[src/rtl/interrup_sched.sv]
// Interrupt scheduler: latches rising-edge requests on four I/O ports, masks them,
// and hands the CPU one fixed-priority subroutine vector at a time, with the return PC saved.
module interrup_sched #(
  parameter int unsigned       ADDR_W = 10,
  parameter logic [ADDR_W-1:0] SUB1   = ADDR_W'(824),
  parameter logic [ADDR_W-1:0] SUB2   = ADDR_W'(874),
  parameter logic [ADDR_W-1:0] SUB3   = ADDR_W'(924),
  parameter logic [ADDR_W-1:0] SUB4   = ADDR_W'(974)
) (
  input  logic              clk,
  input  logic              reset,
  input  logic              iport1,
  input  logic              iport2,
  input  logic              iport3,
  input  logic              iport4,
  input  logic              fin,
  input  logic [ADDR_W-1:0] pc_actual,
  input  logic              we_mask,
  input  logic [3:0]        mask_in,
  output logic [ADDR_W-1:0] dir,
  output logic              s_interrup,
  output logic [ADDR_W-1:0] dir_ret,
  output logic              s_retorno,
  output logic              active,
  output logic [3:0]        pending
);

  localparam int unsigned N_PORTS = 4;

  typedef enum logic [1:0] {
    IDLE,
    TAKE,
    SERVICE,
    RETURN
  } state_t;

  state_t              state;
  logic [N_PORTS-1:0]  iport_vec;
  logic [N_PORTS-1:0]  prev;
  logic [N_PORTS-1:0]  mask;
  logic [N_PORTS-1:0]  req_edge;
  logic [N_PORTS-1:0]  eligible;
  logic [N_PORTS-1:0]  grant;
  logic [N_PORTS-1:0]  clr;
  logic [ADDR_W-1:0]   grant_vec;
  logic                take_now;

  // Edge detect, eligibility and fixed-priority grant (port 1 wins)
  always_comb begin
    iport_vec = {iport4, iport3, iport2, iport1};
    req_edge  = iport_vec & ~prev;
    eligible  = pending & ~mask;
    grant     = '0;
    grant_vec = SUB1;
    if (eligible[0]) begin
      grant     = 4'b0001;
      grant_vec = SUB1;
    end else if (eligible[1]) begin
      grant     = 4'b0010;
      grant_vec = SUB2;
    end else if (eligible[2]) begin
      grant     = 4'b0100;
      grant_vec = SUB3;
    end else if (eligible[3]) begin
      grant     = 4'b1000;
      grant_vec = SUB4;
    end
    take_now = (state == IDLE) && (|eligible);
    clr      = take_now ? grant : '0;
  end

  // State, request latching and registered handshake outputs
  always_ff @(posedge clk) begin
    if (!reset) begin
      state      <= IDLE;
      prev       <= '0;
      mask       <= '0;
      pending    <= '0;
      dir        <= '0;
      dir_ret    <= '0;
      s_interrup <= 1'b0;
      s_retorno  <= 1'b0;
      active     <= 1'b0;
    end else begin
      prev       <= iport_vec;
      s_interrup <= 1'b0;
      s_retorno  <= 1'b0;
      if (we_mask) begin
        mask <= mask_in;
      end
      // A fresh edge on the port being serviced keeps its bit set
      pending <= (pending & ~clr) | req_edge;

      case (state)
        IDLE: begin
          if (take_now) begin
            state      <= TAKE;
            dir        <= grant_vec;
            dir_ret    <= pc_actual;
            s_interrup <= 1'b1;
            active     <= 1'b1;
          end
        end
        TAKE: begin
          state <= SERVICE;
        end
        SERVICE: begin
          if (fin) begin
            state     <= RETURN;
            s_retorno <= 1'b1;
          end
        end
        RETURN: begin
          state  <= IDLE;
          active <= 1'b0;
        end
        default: begin
          state  <= IDLE;
          active <= 1'b0;
        end
      endcase
    end
  end

endmodule
[config.mk]
export PLATFORM = sky130hd
export DESIGN_NAME = interrup_sched
export DESIGN_NICKNAME = d
export VERILOG_FILES = /design/src/rtl/interrup_sched.sv
export SDC_FILE = /design/constraint.sdc
export NUM_CORES = 1
export LEC_CHECK = 0
export CAP_MARGIN = 30
export CORE_AREA = 2 2 45 78
export DETAILED_ROUTE_END_ITERATION = 7
export DIE_AREA = 0 0 47 80
export PLACE_DENSITY = 0.72
export SYNTH_ARGS = -nofsm -noshare
export SYNTH_HDL_FRONTEND = slang
export SYNTH_SLANG_ARGS = --single-unit
[constraint.sdc]
create_clock -name clk -period 1.9 [get_ports clk]
set_clock_uncertainty 0.15 [all_clocks]
set_input_delay 0.285 -clock clk [delete_from_list [all_inputs] [get_ports clk]]
set_output_delay 0.285 -clock clk [all_outputs]
set_load 0.1 [all_outputs]
==> run metrics, run 1 <==
CP startpoint=state[0]; Critical R2R Launch=state[0]; Worst Setup EP=active; Max VDD drop=0.000805 V; Worst setup SP type=register; core area=3110 um^2; post-synth top area share=49.6%; # Post-CTS Setup Buffers=0; Synth warnings=0; period utilization=94.5%; crit path max-delay cell type=or3_4; Total Wirelength=3120 um; vias=1147; Initial DRC Count=14; clock-pin slew on the worst setup and hold paths=0.06 ns; setup_tns=0 ns; top-count cell post-synth=dfxtp_1; max cap viols=0; synthesized flop and latch total=32; RR Endpoint=active; DPL Wire Length=2490 um; final worst path period need=1.80 ns; R2R setup slack=0.10 ns; CTS tree=built; area grow syn2layout=63.6%; Cell Pwr Density=1660 nW/um^2; post-cts sizing count=0; clk sinks=32; placed cell areas=2050 um^2; I/O Pins=49; Netlist cell types=31; Remaining DRCs=0; HP Class=reg2reg; Final Non-Filler Cells=233; Post-DRT Antenna Nets=0; grt total ovfl=0; antenna violations before repair=0; required time worst endpoint=1.92 ns; Slew Viols, Final=0; Die Width=47 um; post-synthesis sequential area ratio=49.6%; number of flops mapped to enable cells by yosys=0; overall routing resource usage=18.9%; fin area=2110 um^2; largest net degree at the start of global routing=23; first-pass GRT wire length=4950 um; share of cells above drive strength 1=23.7%; sum of buffers and inverters on the critical path=2; outcome=completed; P_leak=0.000878 uW; Largest stage delay, worst path=0.40 ns; FMAX=0.557 GHz; RSZ-0062 raised after global routing=no; clk_lat worst skew=0.28 ns; syn nets=169; most used routing layer=met2; drt pass-1 iters=4; CTS Hold Bufs=0; starting density of the core=41.6%; Nets=217; Data arrival, critical path=1.81 ns; standard-cell rows=27; Final Setup Violations=0; crit path capture type=register; crit-path max FO=6; Buffers on Ports=47; syn avg cell area=8.98 um^2; CTS Buf Count=5; Avg Vias per Cell=4.92; Antenna diodes=0; H-Tree Depth=2; synthesized area=1290 um^2; largest buffer count on any clock path=2; vias in the first global route=1175; worst reg-to-reg path cell count=6; GPL Wtd Cong=0.834; Synth area leaders=dfxtp_1, o21ai_0, nand2_1; ys async rst share=0%; placed cells=228; kind of critical path=reg2reg; M2 GR Usage=33.7%; main flop type after synthesis=dfxtp_1; most common library cells after synthesis=dfxtp_1, nand2_1, o21ai_0, nand3_1, a21oi_1; Final Hold Viols=0; met3 Usage GRT=6.33%; CP top delay family=simple AND/OR/NAND/NOR gates; met1 usage=16.6%; crit path cell chain=inv_1 > ha_1 > inv_2 > or3_4 > or3_1 > o311ai_1; Crit path depth=6; Die Y=80 um; drt wl/cell=13.4 um; Synth area leader=dfxtp_1; die area=3760 um^2; clock root buffer master=clkbuf_8; Syn Inst Count=144
## area by class of cell
class	count	area, um^2
well taps	43	53.8
fillers	249	993
inverters	5	18.8
repair buffers	53	763
multi-input cells	95	564
clock buffers	5	68.8
flip-flops and latches	32	646
## cells by family (layout without fill, tap and decap cells)
logic type | Yosys count | in the layout | share of synthesized area [%]
AO/OA/AOI/OAI | 32 | 32 | 15.4
buffers and inverters | 17 | 63 | 6.78
adder cells (fa/ha/maj) | 3 | 3 | 2.90
AND/OR/NAND/NOR | 55 | 55 | 22.0
flip-flops | 32 | 32 | 49.6
multiplexers | 4 | 4 | 3.10
other | 1 | 1 | 0.290
## placed cells by master (no fill, tap or decap), types with 5 or more instances in the layout
cell type        netlist  routed
a21oi_1                9       9
nand3_1               10      10
dfxtp_1               32      28
nor2_1                 6       6
clkbuf_8               0       5
nand2b_1               6       6
clkdlybuf4s50_1        0      21
nand2_1               16      16
nor2b_1                5       5
buf_12                 0      25
buf_4                  6       7
o21ai_0               16      16
## power by group
part	total [uW]	internal (uW)	switching, uW
Combinational	2080	748	1330
Clock	451	235	216
Sequential	973	817	155
Total	3500	1800	1700
## layer usage
| metal | vias up | part of all wire, % |
|---|---|---|
| li1 | 567 | - |
| met1 | 536 | 35 |
| met2 | 38 | 58 |
| met3 | 6 | 4.8 |
| met4 | 0 | 2.2 |
| met5 | - | 0 |
## worst min-delay path, stage by stage (launching register included)
cell	delay, ns
dfxtp_1	0.30
nand2b_1	0.09
a21oi_1	0.06
## metrics by stage
step	setup WS, ns	util (%)	power, uW	hold WS [ns]
CTS	0.115	68.0	3520	0.330
floorplan	0.0738	-	2320	0.257
finish	0.105	68.0	3500	0.331
detailed placement	0.131	65.8	3070	0.322
global placement	0.229	65.8	3030	0.315
global route	0.0520	68.0	3650	0.350
## registers in the layout (all words and copies together), names as in the netlist
signal	cells
prev	4
dir	5
s_interrup	1
mask	4
dir_ret	10
s_retorno	1
pending	4
state	2
active	1
## how the worst min path moves through the flow
stage,startpoint,endpoint,cells after the start
finish,prev[1],pending[1],2
global route,prev[3],pending[3],2
CTS,prev[1],pending[1],2
detailed placement,prev[1],pending[1],2
global placement,prev[1],pending[1],2
floorplan,iport1,prev[0],1
(Power assumes the default switching activity.)
==> inputs of run 2 (changes only) <==
SETUP_SLACK_MARGIN = 0.3   (was default)
==> run 2 against run 1 <==
  * Clock power rose by 16%
  * Non-clock buffer count is 4 higher
  * Cell count is 3.0% higher
  * Register-to-register slack better by 0.18 ns
  * First-iteration DRC count unchanged
==> run metrics, run 2 (same netlist as run 1, synthesis figures left out) <==
outcome=completed (unchanged); GPL Wtd Cong=0.871 (was 0.834); setup_tns=0 ns (unchanged); fillcell total=234 (was 249); Cell Pwr Density=1660 nW/um^2 (about the same); Avg Vias per Cell=4.95 (was 4.92); cell depth of the worst hold path=2 (unchanged); H-Tree Depth=2 (unchanged); placed cells=226 (was 228); CP startpoint=pending[3] (was state[0]); met1 wire length=1100 um (about the same); Slew Viols, Final=0 (unchanged); largest buffer count on any clock path=2 (unchanged); starting density of the core=41.6% (unchanged); crit path capture type=register (unchanged); FMAX=0.619 GHz (was 0.557 GHz); most common cell after layout, fill and taps aside=buf_12 (was dfxtp_1); first-pass GRT wire length=5260 um (was 4950 um); P_leak=0.000930 uW (was 0.000878 uW); antenna violations before repair=0 (unchanged); required time worst endpoint=1.92 ns (about the same); CTS tree=built (unchanged); Antenna diodes=0 (unchanged); Total Wirelength=3320 um (was 3120 um); drt pass-1 iters=4 (unchanged); grt total ovfl=0 (unchanged); Regs by FF count=dir_ret x10, dir x5 (unchanged); most frequent cells in the layout=buf_12, dfxtp_1, clkdlybuf4s50_1 (was dfxtp_1, buf_12, clkdlybuf4s50_1); top sig layer=met4 (unchanged); Die Y=80 um (unchanged); Final Non-Filler Cells=240 (was 233); HP Class=reg2reg (unchanged); Data arrival, critical path=1.64 ns (was 1.81 ns); DPL Wire Length=2470 um (was 2490 um); RSZ-0062 raised after global routing=yes (was no); clock root buffer master=clkbuf_8 (unchanged); Initial DRC Count=14 (unchanged); clk_lat worst skew=0.28 ns (about the same); Critical R2R Launch=pending[3] (was state[0]); vias in the first global route=1172 (was 1175); register with the most flip-flops=dir_ret (unchanged); Post-DRT Antenna Nets=0 (unchanged); Max VDD drop=0.00128 V (was 0.000805 V); Worst setup SP type=register (unchanged); CTS Hold Bufs=0 (unchanged); hold path start=prev[2] (was prev[1]); worst reg-to-reg path cell count=5 (was 6); CTS Buf Count=5 (unchanged); DR WL met3=199 um (was 151 um); die area=3760 um^2 (unchanged); core area=3110 um^2 (unchanged); I/O Pins=49 (unchanged); Final Setup Violations=0 (unchanged); Buffers on Ports=47 (unchanged); clock-pin slew on the worst setup and hold paths=0.06 ns (about the same); clk sinks=32 (unchanged); kind of critical path=reg2reg (unchanged); largest net degree at the start of global routing=24 (was 23); crit-path max FO=4 (was 6); period utilization=85.1% (was 94.5%); final worst path period need=1.62 ns (was 1.80 ns); share of cells above drive strength 1=38.6% (was 23.7%); vias=1189 (was 1147); Nets=221 (was 217); overall routing resource usage=19.8% (was 18.9%); DP Worst Slack=0.161 ns (was 0.131 ns); max FFs per register=10 (unchanged); Final Hold Viols=0 (unchanged); Die Width=47 um (unchanged); standard-cell rows=27 (unchanged); max cap viols=0 (unchanged); met2 wire length=1940 um (was 1800 um); area grow syn2layout=77.7% (was 63.6%); drt wl/cell=13.8 um (was 13.4 um); Final WS setup=0.284 ns (was 0.105 ns); Remaining DRCs=0 (unchanged)
## run 2: cell type report
| type | count | area [um^2] | area share, % |
|---|---|---|---|
| Tap cell | 43 | 53.8 | 2.34 |
| Timing Repair Buffer | 57 | 801 | 34.9 |
| Inverter | 5 | 18.8 | 0.817 |
| Multi-Input combinational cell | 95 | 669 | 29.1 |
| Sequential cell | 32 | 664 | 28.9 |
| Clock buffer | 8 | 90.1 | 3.92 |
## run 2: path summary, 6_finish.rpt
path	end	slack [ns]
setup / recovery	dir[4]	0.28
hold / removal	pending[2]	0.34
setup reg to reg	dir[4]	0.28
hold reg to reg	pending[2]	0.34
## run 2: layer usage
metal,GRT usage (%),vias up
li1,-,580
met1,18.8,561
met2,34.5,42
met3,7.69,6
met4,10.0,0
met5,0,-
## run 2: critical path: stages (launching register included)
cell,delay (ns)
dfxtp_4,0.36
nor2b_4,0.14
o41ai_4,0.48
buf_4,0.19
nand2b_1,0.04
and3_1,0.15
## run 2: repair_timing
action                     4_1_cts  5_1_grt
setup buffers                    3        1
pin swaps                        1        2
hold endpoints to repair         0        0
cloned                           0        2
resized for setup                5        9
setup endpoints to repair       13       13
## run 2: where the power goes
part / leakage (uW) / internal (uW) / switching (uW) / total (uW)
Combinational: 0.000615 / 880 / 1420 / 2300
Clock: 0.0000455 / 295 / 228 / 523
Sequential: 0.000269 / 828 / 168 / 996
Total: 0.000930 / 2000 / 1820 / 3820
## run 2: metrics by stage
stage	total power (uW)	util, %	instance area [um^2]	hold WS (ns)
after detailed placement	3130	68.4	2130	0.330
after global routing	3990	73.9	2300	0.349
after CTS	3740	72.5	2250	0.340
after global placement	3080	68.4	2130	0.315
after floorplan	2430	-	1400	0.257
final	3820	73.9	2300	0.336
==> inputs of run 3 (changes only) <==
CORE_AREA = 2 2 61 58   (was 2 2 45 78)
DIE_AREA = 0 0 63 60   (was 0 0 47 80)
TNS_END_PERCENT = 20   (was default)
==> run 3 against run 2 <==
  * Cell count up 3.8%
  * Setup slack worse by 0.064 ns
  * Via count up 6.3%
  * Worst hold slack better by 0.0016 ns
  * Power up 1.6%
  * Largest cell class unchanged
==> run metrics, run 3 (same netlist as run 1, synthesis figures left out) <==
outcome=completed (unchanged); Sw Pwr=1880 uW (was 1820 uW); vias in the first global route=1230 (was 1172); Slew Viols, Final=0 (unchanged); Final Hold Viols=0 (unchanged); Comb pwr share=64.7% (was 60.3%); clock-pin slew on the worst setup and hold paths=0.09 ns (was 0.06 ns); switch share=48.4% (was 47.6%); crit path max-delay cell type=or3_4 (was o41ai_4); setup_tns=0 ns (unchanged); Die Width=63 um (was 47 um); Antenna diodes=0 (unchanged); FMAX=0.595 GHz (was 0.619 GHz); largest buffer count on any clock path=2 (unchanged); overall routing resource usage=19.6% (was 19.8%); most frequent cells in the layout=buf_12, dfxtp_1, clkdlybuf4s50_1 (unchanged); crit path capture type=register (unchanged); Total Wirelength=3810 um (was 3320 um); die area=3780 um^2 (was 3760 um^2); clock root buffer master=clkbuf_4 (was clkbuf_8); Final Power=3890 uW (was 3820 uW); HP Class=in2reg (was reg2reg); core area=3180 um^2 (was 3110 um^2); vias=1264 (was 1189); antenna violations before repair=0 (unchanged); share of cells above drive strength 1=37.1% (was 38.6%); starting density of the core=40.7% (was 41.6%); placed cell areas=2100 um^2 (was 2130 um^2); clk_lat worst skew=0.34 ns (was 0.28 ns); Regs by FF count=dir_ret x10, dir x5 (unchanged); drt pass-1 iters=4 (unchanged); CTS tree=built (unchanged); grt total ovfl=0 (unchanged); Post-DRT Antenna Nets=0 (unchanged); Final Setup Violations=0 (unchanged); I/O Pins=49 (unchanged); first-pass GRT wire length=5550 um (was 5260 um); crit-path max FO=5 (was 4); Remaining DRCs=0 (unchanged); internal power=2000 uW (about the same); DPL Wire Length=2430 um (was 2470 um); sequential share of power=25.7% (was 26.0%); register with the most flip-flops=dir_ret (unchanged); Clock Power Share=9.6% (was 13.7%); H-Tree Depth=2 (unchanged); CTS Hold Bufs=0 (unchanged); Cell Pwr Density=1670 nW/um^2 (was 1660 nW/um^2); clk sinks=32 (unchanged); required time worst endpoint=1.98 ns (was 1.92 ns); GPL Wtd Cong=0.778 (was 0.871); max FFs per register=10 (unchanged); P_leak=0.000964 uW (was 0.000930 uW); crit path cell chain=inv_4 > ha_4 > inv_2 > or3_4 > or3_1 > o311ai_1 (was nor2b_4 > o41ai_4 > buf_4 > nand2b_1 > and3_1); fillcell total=227 (was 234); Initial DRC Count=72 (was 14); Die Y=60 um (was 80 um); RSZ-0062 raised after global routing=yes (unchanged); Data arrival, critical path=1.76 ns (was 1.64 ns); most common cell after layout, fill and taps aside=buf_12 (unchanged); kind of critical path=reg2reg (unchanged); final worst path period need=1.68 ns (was 1.62 ns); max cap viols=0 (unchanged); Buffers on Ports=47 (unchanged); Max VDD drop=0.00107 V (was 0.00128 V); drt wl/cell=15.3 um (was 13.8 um); standard-cell rows=20 (was 27); Largest stage delay, worst path=0.38 ns (was 0.48 ns); Worst setup SP type=register (unchanged); fin area=2330 um^2 (was 2300 um^2); Nets=229 (was 221); largest net degree at the start of global routing=24 (unchanged); Avg Vias per Cell=5.08 (was 4.95); area grow syn2layout=80.0% (was 77.7%); period utilization=88.4% (was 85.1%); CTS Buf Count=5 (unchanged)
[run 3: worst max-delay path, delay by kind of cell, from the launching register on]
kind	cells	cell delay [ns]
and+or+nand+nor	2	0.72
DFF	1	0.37
AOI/OAI and AO/OA	1	0.11
buffers and inverters	2	0.09
adders and majority gates	1	0.13
[run 3: final cells by class]
type	count	area [um^2]	share of cell area (%)
Multi-Input combinational cell	95	636	27.3
Clock inverter	1	5.00	0.215
Timing Repair Buffer	65	901	38.7
Tap cell	44	55.1	2.37
Clock buffer	7	45.0	1.94
Sequential cell	32	663	28.5
Inverter	5	21.3	0.914
[run 3: metal layers]
| metal | global-route usage (%) | vias to the layer above | routed length (um) |
|---|---|---|---|
| li1 | - | 600 | - |
| met1 | 22.6 | 607 | 1600 |
| met2 | 33.7 | 45 | 1930 |
| met3 | 5.46 | 12 | 199 |
| met4 | 9.84 | 0 | 84 |
| met5 | 0 | - | 0 |
[run 3: timing repair]
| item | in CTS | in global routing |
|---|---|---|
| setup buffers | 4 | 7 |
| resized for setup | 8 | 10 |
| gates cloned | 0 | 2 |
| pin swaps | 2 | 5 |
| endpoints found under the setup margin | 8 | 17 |
[run 3: power by group through the flow]
stage          clock network (uW)  logic, uW  registers, uW
2_1_floorplan                   0        660           1690
3_3_place_gp                    0       2090            984
3_5_place_dp                    0       2120            997
4_1_cts                       370       2210            988
5_1_grt                       413       2610           1010
6_report                      372       2520            998
[run 3: final timing paths]
kind / cells past startpoint / slack (ns) / endpoint / startpoint
min: 3 / 0.34 / dir_ret[8] / pc_actual[8]
max: 6 / 0.22 / active / state[1]
max reg2reg: 6 / 0.22 / active / state[1]
min reg2reg: 2 / 0.34 / pending[3] / prev[3]
[run 3: per-stage QoR]
| stage | worst slack [ns] | hold WS [ns] | std cells | utilization (%) |
|---|---|---|---|---|
| 4_1_cts | 0.284 | 0.336 | 240 | 69.2 |
| 5_1_grt | 0.167 | 0.347 | 249 | 73.2 |
| 3_5_place_dp | 0.149 | 0.320 | 228 | 66.0 |
| 3_3_place_gp | 0.221 | 0.315 | 228 | 66.0 |
| 6_report | 0.220 | 0.337 | 249 | 73.2 |
| 2_1_floorplan | 0.0911 | 0.257 | 144 | - |
